### config.mk
export PLATFORM = sky130hd
export DESIGN_NAME = axi_tx
export DESIGN_NICKNAME = d
export VERILOG_FILES = /design/src/rtl/axi_tx.sv
export SDC_FILE = /design/constraint.sdc
export NUM_CORES = 1
export LEC_CHECK = 0
export ABC_AREA = 1
export ABC_CLOCK_PERIOD_IN_PS = 5340
export BUFFER_PORTS_ARGS = -buffer_cell sky130_fd_sc_hd__buf_4
export CAP_MARGIN = 15
export CORE_ASPECT_RATIO = 1.4
export CORE_UTILIZATION = 50
export CTS_CLUSTER_DIAMETER = 60
export DETAILED_ROUTE_END_ITERATION = 16
export PLACE_DENSITY_LB_ADDON = 0.1
export REMOVE_ABC_BUFFERS = 1
export SKIP_CTS_REPAIR_TIMING = 1
export SLEW_MARGIN = 10
export SYNTH_ARGS = -nofsm -noshare
export SYNTH_HDL_FRONTEND = slang
export SYNTH_SLANG_ARGS = --single-unit
### constraint.sdc
create_clock -name aclk -period 5.34 [get_ports aclk]
set_clock_uncertainty 0.15 [all_clocks]
set_input_delay 0.534 -clock aclk [delete_from_list [all_inputs] [get_ports aclk]]
set_output_delay 0.534 -clock aclk [all_outputs]
set_load 0.01 [all_outputs]
### src/rtl/axi_tx.sv
// ============================================================================
//  Module      : axi_tx
//  Description : Transmit side of the ASIC serial link. Accepts words over a
//                valid/ready handshake into a one-entry buffer and shifts
//                them MSB-first onto sclk/sdata/svalid. sclk is divided down
//                from aclk, so the whole block is one clock domain.
//  Revision    : 1.0 - initial release
// ============================================================================
`timescale 1ns/1ps
`default_nettype none

module axi_tx #(
  parameter int PACKET_LENGTH = 32,
  parameter int CLK_DIV       = 2,
  parameter int IDLE_GAP      = 0
) (
  input  logic                     aclk,
  input  logic                     aresetn,
  input  logic [PACKET_LENGTH-1:0] s_data,
  input  logic                     s_valid,
  output logic                     s_ready,
  output logic                     sclk,
  output logic                     sdata,
  output logic                     svalid,
  output logic                     tx_busy,
  output logic                     tx_done
);

  localparam int DIV_W = (CLK_DIV > 1) ? $clog2(CLK_DIV) : 1;
  localparam int CNT_W = $clog2(PACKET_LENGTH);
  localparam int GAP_W = (IDLE_GAP > 0) ? $clog2(IDLE_GAP + 1) : 1;

  typedef enum logic [1:0] {
    IDLE  = 2'd0,
    SHIFT = 2'd1,
    GAP   = 2'd2
  } state_t;

  state_t                   state, state_n;
  logic [DIV_W-1:0]         div_cnt;
  logic                     div_wrap;
  logic                     rise_tick;
  logic [PACKET_LENGTH-1:0] buf_data;
  logic                     buf_full;
  logic                     take;
  logic                     do_load;
  logic [PACKET_LENGTH-1:0] shreg, shreg_n;
  logic [CNT_W-1:0]         bit_cnt, bit_n;
  logic [GAP_W-1:0]         gap_cnt, gap_n;
  logic                     sdata_n, svalid_n, done_n;

  assign div_wrap  = (div_cnt == DIV_W'(CLK_DIV - 1));
  // sclk is about to go 0->1 at the end of this aclk cycle
  assign rise_tick = div_wrap && !sclk;
  assign s_ready   = !buf_full;
  assign take      = s_valid && s_ready;
  assign tx_busy   = (state != IDLE) || buf_full;

  // Free-running sclk divider: toggle every CLK_DIV aclk cycles
  always_ff @(posedge aclk or negedge aresetn) begin
    if (!aresetn) begin
      div_cnt <= '0;
      sclk    <= 1'b0;
    end else if (div_wrap) begin
      div_cnt <= '0;
      sclk    <= ~sclk;
    end else begin
      div_cnt <= div_cnt + 1'b1;
    end
  end

  // One-entry holding buffer; a load into the shift register frees it unless
  // a new word is accepted in the same cycle
  always_ff @(posedge aclk or negedge aresetn) begin
    if (!aresetn) begin
      buf_full <= 1'b0;
      buf_data <= '0;
    end else begin
      if (take) begin
        buf_data <= s_data;
      end
      if (take) begin
        buf_full <= 1'b1;
      end else if (do_load) begin
        buf_full <= 1'b0;
      end
    end
  end

  // FSM and serial datapath registers
  always_ff @(posedge aclk or negedge aresetn) begin
    if (!aresetn) begin
      state   <= IDLE;
      shreg   <= '0;
      bit_cnt <= '0;
      gap_cnt <= '0;
      sdata   <= 1'b0;
      svalid  <= 1'b0;
      tx_done <= 1'b0;
    end else begin
      state   <= state_n;
      shreg   <= shreg_n;
      bit_cnt <= bit_n;
      gap_cnt <= gap_n;
      sdata   <= sdata_n;
      svalid  <= svalid_n;
      tx_done <= done_n;
    end
  end

  // Next-state logic; every serial output change is gated by rise_tick
  always_comb begin
    state_n  = state;
    shreg_n  = shreg;
    bit_n    = bit_cnt;
    gap_n    = gap_cnt;
    sdata_n  = sdata;
    svalid_n = svalid;
    done_n   = 1'b0;
    do_load  = 1'b0;

    case (state)
      IDLE: begin
        if (rise_tick && buf_full) begin
          do_load = 1'b1;
        end
      end
      SHIFT: begin
        if (rise_tick) begin
          if (bit_cnt == CNT_W'(PACKET_LENGTH - 1)) begin
            done_n = 1'b1;
            if ((IDLE_GAP == 0) && buf_full) begin
              do_load = 1'b1;
            end else begin
              svalid_n = 1'b0;
              sdata_n  = 1'b0;
              if (IDLE_GAP == 0) begin
                state_n = IDLE;
              end else begin
                state_n = GAP;
                gap_n   = GAP_W'(IDLE_GAP);
              end
            end
          end else begin
            shreg_n = shreg << 1;
            sdata_n = shreg[PACKET_LENGTH-2];
            bit_n   = bit_cnt + 1'b1;
          end
        end
      end
      GAP: begin
        if (rise_tick) begin
          if (gap_cnt <= GAP_W'(1)) begin
            gap_n   = '0;
            state_n = IDLE;
          end else begin
            gap_n = gap_cnt - 1'b1;
          end
        end
      end
      default: begin
        state_n = IDLE;
      end
    endcase

    // Loading a word overrides whatever the case arm chose for the datapath
    if (do_load) begin
      shreg_n  = buf_data;
      sdata_n  = buf_data[PACKET_LENGTH-1];
      svalid_n = 1'b1;
      bit_n    = '0;
      state_n  = SHIFT;
    end
  end

endmodule

`default_nettype wire

==> summary.md <==
| Metric | Value |
|---|---|
| WL/cell | `~12 um` |
| Shortest period the worst path allows | `~2.1 ns` |
| First-pass GRT wire length | `approximately 11000 um` |
| Maximum clock frequency | `between 0.4 and 0.5 GHz` |
| Mapped Cells | `between 300 and 400` |
| Die Wd | `between 70 and 80 um` |
| Clock buffer count from CTS | `9` |
| Worst vdd ir | `0.0001948 V` |
| CP max stage cell | `dfrtp_1` |
| Routability cong. | `between 0.7 and 0.8` |
| Yosys top cell area share | `0.5673` |
| Total Routing Usage GR | `0.1951` |
| Critical Path Max Stage Delay | `about 0.42 ns` |
| Std cell rows | `34` |
| Unrepaired setup endpoints after global routing | `false` |
| Cells along the critical path | `ha_1 -> nand2_1 -> nor2_1 -> ha_1 -> nor2_4 -> nand2_4 -> nand2_8 -> inv_6 -> nand2_1 -> o21ai_0` |
| Most common cell in the netlist | `nand2_1` |
| DIE HEIGHT | `98.25 um` |
| Worst hold path type | `input port to asynchronous set/reset pin` |
| Ys Warns | `0` |
| CP Capture Type | `register` |
| PortBufs | `40` |
| Actual slew at the worst max-slew pin | `slightly above 0.9 ns` |
| DRC violations left | `4` |
| Synth top area cells | `dfrtp_1, nand2_1, o21ai_0` |
| Fraction of layout cells with a size suffix above 1 | `0.1840` |
| Mean Syn Cell Area | `8.869 um2` |
| H-tree depth | `3` |
| Vias in the first global route | `2457` |
| Fin nets | `445` |
| Async SR Flop Fraction | `1.000` |
| R2R Setup Slk | `around 3.2 ns` |
| Slew Viols, Final | `0` |
| Outcome | `complete, but fails checks` |
| # setup viols final | `0` |
| Final wirelength | `about 6000 um` |
| Inst Count DP | `469` |
| Pre-Repair DR Iteration Count | `10` |
| Post-synthesis sequential area ratio | `0.5673` |
| FF-to-FF End | `bit_cnt[0]$_DFFE_PN0P_` |
| Worst-path clk slew | `approximately 0.080 ns` |
| Area added between synthesis and finish | `15.43%` |
| Core area | `about 6300 um2` |
| Crit path launch type | `register` |
| Clock Tree Root | `clkbuf_8` |
| Via Count | `2478` |
| Avg Vias per Cell | `between 5 and 6` |
| Leakage power total | `~0.0019 uW` |
| Post-synth top cells | `nand2_1, dfrtp_1, o21ai_0` |
| Period utilization | `0.3923` |
| Max_cap viols | `0` |
| Crit path max-delay family | `simple AND/OR/NAND/NOR gates` |
| Antenna-violating nets left | `0` |
| I/O pin cnt | `roughly 40` |
| DR iter-0 viols | `approximately 140` |
| Kind of critical path | `register to register` |
| Setup total negative slack | `0 ns` |
| CP max FO | `36` |
| Worst endpoint data arrival time | `around 2.2 ns` |
| Pwr/cell area | `between 300 and 400 nW/um2` |
| Die ar. | `approximately 7000 um2` |
| Initial Util | `0.5254` |
| R2R cell count | `10` |
| EDFF count, synth | `0` |
| Failing checks | `design-rule violations` |
| Synth Flop Type | `dfrtp_1` |
| DP HPWL | `about 3700 um` |
| Worst path buffer plus inverter count | `1` |
| CTS tree | `yes` |
| Initial antenna violation count | `0` |
| Fin. Hold Viols | `0` |
| Diodes inserted | `0` |
| Fin cells | `485` |
| Later-pin clock latency in the skew report | `0.35 ns` |
| Syn Std Cell Area | `about 3300 um2` |
| Overflow after GRT | `0` |
| Slew HR | `0.3921` |
| Clk buf depth | `2` |
| Clock sink count | `75` |
| Origin of the critical flop-to-flop path | `bit_cnt[0]$_DFFE_PN0P_` |
| Largest area contributor in the netlist | `dfrtp_1` |
| Distinct cell type count after synthesis | `26` |
| Number of synthesized register bits | `75` |
| WP data required | `about 5.4 ns` |
| Largest net degree at the start of global routing | `76` |
==> worst max-delay path by stage <==
stage	cells after the start	start	slack, ns	endpoint
3_3_place_gp	10	bit_cnt[0]$_DFFE_PN0P_	3.31	bit_cnt[0]$_DFFE_PN0P_
5_1_grt	10	bit_cnt[1]$_DFFE_PN0P_	3.08	shreg[11]$_DFFE_PN0P_
3_5_place_dp	10	bit_cnt[0]$_DFFE_PN0P_	3.24	bit_cnt[0]$_DFFE_PN0P_
6_report	10	bit_cnt[0]$_DFFE_PN0P_	3.25	bit_cnt[0]$_DFFE_PN0P_
4_1_cts	10	bit_cnt[0]$_DFFE_PN0P_	3.22	bit_cnt[0]$_DFFE_PN0P_
2_1_floorplan	3	buf_full$_DFFE_PN0P_	3.03	buf_data[0]$_DFFE_PN0P_
==> flip-flops by register name, indices dropped and copies added (netlist names) <==
| register | cells |
|---|---|
| bit_cnt | 5 |
| buf_data | 32 |
| buf_full | 1 |
| div_cnt | 1 |
| sclk | 1 |
| sdata | 1 |
| shreg | 31 |
| state | 1 |
| svalid | 1 |
| tx_done | 1 |
==> through the flow <==
stage	worst slack, ns	area (um2)	hold slack (ns)	utilization	total power (uW)
final	3.245	3819	0.1610	0.6065	1295
after global routing	3.084	3819	0.2577	0.6065	1361
after CTS	3.225	3819	0.1995	0.6065	1310
after detailed placement	3.245	3600	0.3101	0.5717	828.9
after global placement	3.307	3600	0.3065	0.5717	821.3
after floorplan	3.027	3192	0.08841	-	765.2
==> cell usage in the layout (no fill, tap or decap), types with 2 or more instances in the layout <==
| cell type | n |
|---|---|
| a21oi_1 | 30 |
| buf_4 | 42 |
| bufinv_16 | 2 |
| clkbuf_1 | 2 |
| clkbuf_8 | 10 |
| dfrtp_1 | 75 |
| ha_1 | 2 |
| inv_1 | 39 |
| mux2_2 | 2 |
| nand2_1 | 82 |
| nand2_2 | 11 |
| nand3_1 | 10 |
| nand4_1 | 5 |
| nor2_1 | 33 |
| o21ai_0 | 47 |
| o21ai_1 | 10 |
==> report_power, final <==
part	internal (uW)	switching [uW]
Sequential	647	22.2
Combinational	57.2	86.3
Clock	277	207
Total	980	315
==> worst reg2reg max path: stages, from the launching register on <==
cell and delay (ns):
dfrtp_1 0.42, ha_1 0.24, nand2_1 0.07, nor2_1 0.04, ha_1 0.21, nor2_4 0.18
nand2_4 0.22, nand2_8 0.15, inv_6 0.13, nand2_1 0.09, o21ai_0 0.07
==> logic make-up after synthesis <==
kind of cell | synth area share
AOI/OAI and AO/OA | 0.1316
buffers and inverters | 0.08321
DFF | 0.5673
xor gates and xnor gates | 0.002648
muxes | 0.006807
adders and majority gates | 0.007563
and+or+nand+nor | 0.2008
==> layer usage <==
layer	wire length [um]	track usage
met3	189	0.03612
met2	2968	0.3328
met5	0	0
met4	160	0.1108
met1	2711	0.2290
==> layout make-up <==
type	count	area (um2)
Clock buffer	12	145.1
Clock inverter	4	73.82
Fill cell	562	2477
Inverter	41	158.9
Multi-Input combinational cell	239	1159
Sequential cell	75	1877
Tap cell	72	90.09
Timing Repair Buffer	42	315.3
(Power assumes the default switching activity.)
